`config.mk`:
```
export PLATFORM = sky130hd
export DESIGN_NAME = pc_fetch
export DESIGN_NICKNAME = d
export VERILOG_FILES = /design/src/rtl/pc_fetch.sv
export SDC_FILE = /design/constraint.sdc
export NUM_CORES = 1
export LEC_CHECK = 0
export ABC_AREA = 1
export CORE_MARGIN = 3
export CORE_UTILIZATION = 30
export DETAILED_ROUTE_END_ITERATION = 12
export HOLD_SLACK_MARGIN = 0.1
export MAX_ROUTING_LAYER = met4
export PLACE_DENSITY = 0.57
export SYNTH_ARGS = -nofsm -noshare
export SYNTH_HDL_FRONTEND = slang
export SYNTH_SLANG_ARGS = --single-unit
export TNS_END_PERCENT = 1
```
`constraint.sdc`:
```
create_clock -name clk -period 4.35 [get_ports clk]
set_input_delay 0.435 -clock clk [delete_from_list [all_inputs] [get_ports clk]]
set_output_delay 0.435 -clock clk [all_outputs]
set_load 0.005 [all_outputs]
```
`src/rtl/pc_fetch.sv`:
```
// Purpose : fetch stage; owns the PC, issues in-order imem requests, buffers responses for IF/ID.
// Latency : grant at G, response at R >= G+1, instruction on inst/pc_addr at R+2 (no bypass).
// Backpres: full_stall freezes the outputs; requests continue until DEPTH credits are used up.
//
// Ports:
//   clk, rst                 clock, asynchronous active-high reset
//   jump_en, jump_addr       redirect (priority over full_stall); flushes the queued stream
//   full_stall               hold output registers
//   imem_req/addr/gnt        request channel; imem_addr is the PC register
//   imem_rvalid/rdata        in-order responses
//   inst, pc_addr            instruction and its PC, both zero when inst_valid is low
//   inst_valid               output registers hold a live instruction
module pc_fetch #(
   parameter logic [31:0] RESET_PC = 32'h0000_0000,
   parameter int          DEPTH    = 4
) (
   input  logic        clk,
   input  logic        rst,
   input  logic        jump_en,
   input  logic [31:0] jump_addr,
   input  logic        full_stall,
   output logic        imem_req,
   output logic [31:0] imem_addr,
   input  logic        imem_gnt,
   input  logic        imem_rvalid,
   input  logic [31:0] imem_rdata,
   output logic [31:0] inst,
   output logic [31:0] pc_addr,
   output logic        inst_valid
);

   localparam int AW = $clog2(DEPTH);
   localparam int CW = AW + 1;
   localparam logic [CW:0] DEPTH_U = (CW + 1)'(DEPTH);

   logic [31:0]   pc;
   logic [CW-1:0] outstanding;
   logic [CW-1:0] discard;
   logic [CW-1:0] iq_count;
   logic [AW-1:0] tq_wr, tq_rd;
   logic [AW-1:0] iq_wr, iq_rd;

   logic [31:0] tag_mem [DEPTH];
   logic [31:0] iq_pc   [DEPTH];
   logic [31:0] iq_inst [DEPTH];

   logic [CW:0] used;
   logic        grant;
   logic        resp_keep;
   logic        iq_pop;

   // A credit covers a request from grant until its entry leaves the queue,
   // so the instruction queue can never be pushed while full.
   assign used      = {1'b0, outstanding} + {1'b0, iq_count};
   assign imem_req  = !jump_en && (used < DEPTH_U);
   assign imem_addr = pc;
   assign grant     = imem_req && imem_gnt;
   // A response arriving in a jump cycle belongs to the old stream and is dropped.
   assign resp_keep = imem_rvalid && !jump_en && (discard == '0);
   // No bypass: only entries already queued at the start of the cycle can pop.
   assign iq_pop    = !jump_en && !full_stall && (iq_count != '0);

   always_ff @(posedge clk or posedge rst) begin
      if (rst) begin
         pc          <= RESET_PC;
         outstanding <= '0;
         discard     <= '0;
         tq_wr       <= '0;
         tq_rd       <= '0;
      end else begin
         if (jump_en)
            pc <= jump_addr;
         else if (grant)
            pc <= pc + 32'd4;

         case ({grant, imem_rvalid})
            2'b10:   outstanding <= outstanding + CW'(1);
            2'b01:   outstanding <= outstanding - CW'(1);
            default: ;
         endcase

         if (grant)
            tq_wr <= tq_wr + AW'(1);
         // Tags are popped even for discarded responses so later ones stay aligned.
         if (imem_rvalid)
            tq_rd <= tq_rd + AW'(1);

         // Every request still in flight after this cycle belongs to the old stream.
         if (jump_en)
            discard <= outstanding - CW'(imem_rvalid);
         else if (imem_rvalid && (discard != '0))
            discard <= discard - CW'(1);
      end
   end

   always_ff @(posedge clk or posedge rst) begin
      if (rst) begin
         iq_count <= '0;
         iq_wr    <= '0;
         iq_rd    <= '0;
      end else if (jump_en) begin
         iq_count <= '0;
         iq_rd    <= iq_wr;
      end else begin
         if (resp_keep)
            iq_wr <= iq_wr + AW'(1);
         if (iq_pop)
            iq_rd <= iq_rd + AW'(1);
         if (resp_keep && !iq_pop)
            iq_count <= iq_count + CW'(1);
         else if (!resp_keep && iq_pop)
            iq_count <= iq_count - CW'(1);
      end
   end

   // Storage needs no reset: pointers and counts define what is live.
   always_ff @(posedge clk) begin
      if (grant)
         tag_mem[tq_wr] <= pc;
      if (resp_keep) begin
         iq_pc[iq_wr]   <= tag_mem[tq_rd];
         iq_inst[iq_wr] <= imem_rdata;
      end
   end

   always_ff @(posedge clk or posedge rst) begin
      if (rst) begin
         inst       <= '0;
         pc_addr    <= '0;
         inst_valid <= 1'b0;
      end else if (jump_en) begin
         inst       <= '0;
         pc_addr    <= '0;
         inst_valid <= 1'b0;
      end else if (!full_stall) begin
         if (iq_count != '0) begin
            inst       <= iq_inst[iq_rd];
            pc_addr    <= iq_pc[iq_rd];
            inst_valid <= 1'b1;
         end else begin
            inst       <= '0;
            pc_addr    <= '0;
            inst_valid <= 1'b0;
         end
      end
   end

endmodule

```
==> run summary <==
The overall die height came out at ~270 um. Setup slack on the worst reg-to-reg path comes out at ~1.4 ns. The number of standard-cell rows in the floorplan came out at 94.

Of the available clock period, the critical path in the final layout requires 0.669. The area share of xor/xnor cells in the synthesized design came out at 0.00736. The DRC violation count after routing came out at 0. The post-CTS clock slew at the launch and capture registers of the worst setup and hold paths is about 0.06 ns.

By area the synthesized netlist is led by edfxtp_1 (57%), dfrtp_1 (14%), nand2_1 (6.0%), o21ai_0 (5.4%), nor2_1 (4.7%). The final count of negative-setup-slack endpoints came out at 0. Synthesis produced a netlist whose cell count is about 1700.

The number of global-route vias before repair came out at between 10000 and 15000. The multi-input gate area in the final layout is 5110 um^2. The initial antenna violation count is 1.

The critical path is of the reg2reg type. The count of endpoints failing hold in the final timing report came out at 0. The post-synthesis cell type count came out at 36. The largest fanout on the critical path is 20. After layout, the worst setup slack is between 1 and 1.5 ns. The type of destination of the critical path is a flop. The max-slew violation total from the final report came out at 0. The worst path arrival time came out at around 3.2 ns. The largest area contributor in the netlist is edfxtp_1. In this design, the stage delay of the slowest critical-path cell is 0.76 ns.

The sequential standard cell area came out at between 10000 and 15000 um^2. The post-synthesis compound-gate area fraction is 0.0879. Once the clock tree was built, the resizer swapped 0 gates to a different size. The first global-routing pass estimated between 70000 and 80000 um of wire. The netlist area before placement is between 20000 and 25000 um^2. The highest attainable clock frequency is between 300 and 400 MHz. The areal power density over the cells came out at between 600 and 700 nW/um^2. The worst max-slew margin expressed relative to the limit is 0.224. The number of sinks driven by the clock tree is between 400 and 500. In the global route stage, overall resource usage came out at 0.147. The setup TNS after final layout is 0 ns. The buffering stage count on the worst path with inverters included is 1. The final core utilization is 0.369. The critical path startpoint category is a flop.

The average wire length per cell after detail routing is around 18 um. For this design the static power due to leakage is ~9.0 nW. TritonCTS built the clock tree. The first-pass iteration count of the detailed router came out at 5.

The fraction of layout cells with a size suffix above 1 is 0.0724. The flip-flop and latch count after synthesis is 498. The path class of the tightest hold or removal check is in2reg. Of the total synthesized cell area, the portion taken by full adders, half adders and majority gates is 0.0119. The final weighted congestion in routability-driven placement came out at about 0.8. The via-per-instance ratio came out at ~4.8.

The library cells used most frequently in the layout, excluding fill and tap cells, are edfxtp_1 (384), nand2_1 (322), nor2_1 (245). The number of violations of the max-capacitance limit came out at 0. Of the total synthesized cell area, the portion taken by AND, OR, NAND and NOR gates is 0.144. Fill cells in the final layout number 6391. The number of warning messages in the yosys log is 0. In this run the tool buffered the top-level ports with 167 buffer cells.

Global routing finished with a remaining overflow of 0. The minimum clock period after layout is roughly 2.9 ns. The tree is rooted in a clkbuf_16. The CTS H-tree depth is 2. The multiplexer area fraction after synthesis is 0. The clock latency on the worst-skew pair came out at 0.60 ns. The share of synthesized area in the top cell type comes to 0.570. The clock arrives with about 0.012 ns of skew. After synthesis, the largest family of logic cells by area is simple AND/OR/NAND/NOR gates. The synthesized area divided by synthesized cell count came out at about 12 um^2. The pin count of the biggest net entering global routing is 110. In this run, CTS created clock tree buffers numbering 52. Summed over all layers, the routed wires come to 50700 um. For this design, the CTS-stage hold fixing added 0 buffers. The width of the die came out at ~270 um.

For the pin with the worst max-slew slack, the measured transition is between 1 and 1.5 ns. The gate family responsible for the most delay along the worst path is simple AND/OR/NAND/NOR gates. The maximum number of buffers from clock root to sink is 3. The total area inside the core boundary comes to around 66000 um^2. The die area is around 70000 um^2. At the placement stage, the worst setup path has a slack of 1.19 ns. Leaving out fill and tap cells, the most frequent cell in the layout is edfxtp_1. The post-DP HPWL came out at 31000 um.

The net total in the final layout came out at 1977. Traced cell by cell, the critical path runs through ha_1 > nor2_1 > nand4_2 > nor2_2 > buf_4. The library cell contributing the largest single delay on the critical path is nor2_2. The flow ran to the end, and the final reports show no timing, DRC or antenna violations. The final worst hold slack came out at roughly 0.30 ns.

The I/O pin count came out at roughly 170. The number of nets in the synthesized netlist is about 1800. The peak supply drop is a little under 300 uV. In this run, the number of DRC markers left after iteration 0 of detailed routing was 1147. Setup repair after global routing left no endpoint under its margin.

The via count is about 13000. In this run the post-CTS setup repair buffer count came out at 0. The required time of the critical path is approximately 4.6 ns. The effective utilization at floorplan is 0.305. The post-detailed-route count of antenna-violating nets came out at 0. The portion of the post-synthesis area used by sequential elements came out at 0.711. The area growth from synthesis to layout is 20.9%.
==> final cells by class <==
| class | instances | area share |
|---|---|---|
| Antenna cell | 1 | 0.000102 |
| Clock buffer | 73 | 0.0598 |
| Clock inverter | 25 | 0.00957 |
| Inverter | 81 | 0.0129 |
| Multi-Input combinational cell | 1066 | 0.209 |
| Sequential cell | 498 | 0.589 |
| Tap cell | 864 | 0.0442 |
| Timing Repair Buffer | 190 | 0.0756 |
==> power breakdown <==
group / total (mW) / switching, mW / internal (mW)
registers: 6.69 / 0.622 / 6.07
logic: 3.93 / 2.48 / 1.45
clock network: 4.38 / 1.85 / 2.53
total: 15.0 / 4.95 / 10.1
==> flip-flops by register name, summed over array words and instances (netlist names) <==
signal	cells
iq_rd	2
tq_wr	2
inst_valid	1
iq_inst	128
iq_count	3
iq_pc	128
tag_mem	128
imem_addr	32
outstanding	3
discard	3
pc_addr	32
tq_rd	2
inst	32
iq_wr	2
==> worst reg2reg max path, cell delays in order (launching register included) <==
cell     delay [ns]
dfrtp_1        0.42
ha_1           0.31
nor2_1         0.17
nand4_2        0.48
nor2_2         0.77
buf_4          0.41
==> routing by layer <==
| metal | wire [um] | GRT usage |
|---|---|---|
| met1 | 23100 | 0.193 |
| met2 | 24200 | 0.239 |
| met5 | 0 | - |
| met3 | 2510 | 0.0260 |
| met4 | 885 | 0.0326 |
==> synth_stat cells <==
master	count
nand4_1	1
fa_1	2
ha_1	16
or2_2	1
dfrtp_1	114
nand3_4	1
nand2_4	2
o21ai_1	3
o21bai_1	2
clkbuf_2	2
nand3b_1	1
clkinv_1	1
o21ai_0	217
inv_2	4
buf_2	28
a31oi_1	1
buf_1	3
inv_4	2
a21oi_1	2
nand2_1	322
nand3_1	104
nand2_2	8
clkbuf_1	48
xnor2_1	4
o211ai_1	6
nand4_2	1
nor2_1	253
buf_4	3
xor2_1	13
nor2_4	5
nand4_4	1
o22ai_1	96
inv_1	74
edfxtp_1	384
nor2_2	4
buf_6	8
==> cell families (layout without fill, tap and decap cells) <==
group | after synthesis | count (layout)
AOI/OAI and AO/OA | 327 | 327
xor gates and xnor gates | 17 | 17
adders and majority gates | 18 | 18
buffers and inverters | 173 | 369
DFF | 498 | 498
other | 0 | 1
and+or+nand+nor | 704 | 704
==> final timing paths <==
path                           startpoint             end  cells past startpoint
max                        outstanding[2]  tag_mem[1][23]                      5
max reg2reg                outstanding[2]  tag_mem[1][23]                      5
max in group asynchronous             rst    imem_addr[4]                      3
min in group asynchronous             rst         inst[5]                      2
min                            full_stall      inst_valid                      4
min reg2reg                      inst[28]        inst[28]                      2
==> through the flow <==
| step | cells | area [um^2] | power, mW |
|---|---|---|---|
| 3_5_place_dp | 2699 | 22700 | 10.8 |
| 4_1_cts | 2797 | 24400 | 15.2 |
| 5_1_grt | 2798 | 24400 | 15.9 |
| 2_1_floorplan | 1737 | 20200 | 8.96 |
| 6_report | 2798 | 24400 | 15.0 |
| 3_3_place_gp | 2699 | 22700 | 10.7 |
(Power assumes the default switching activity.)
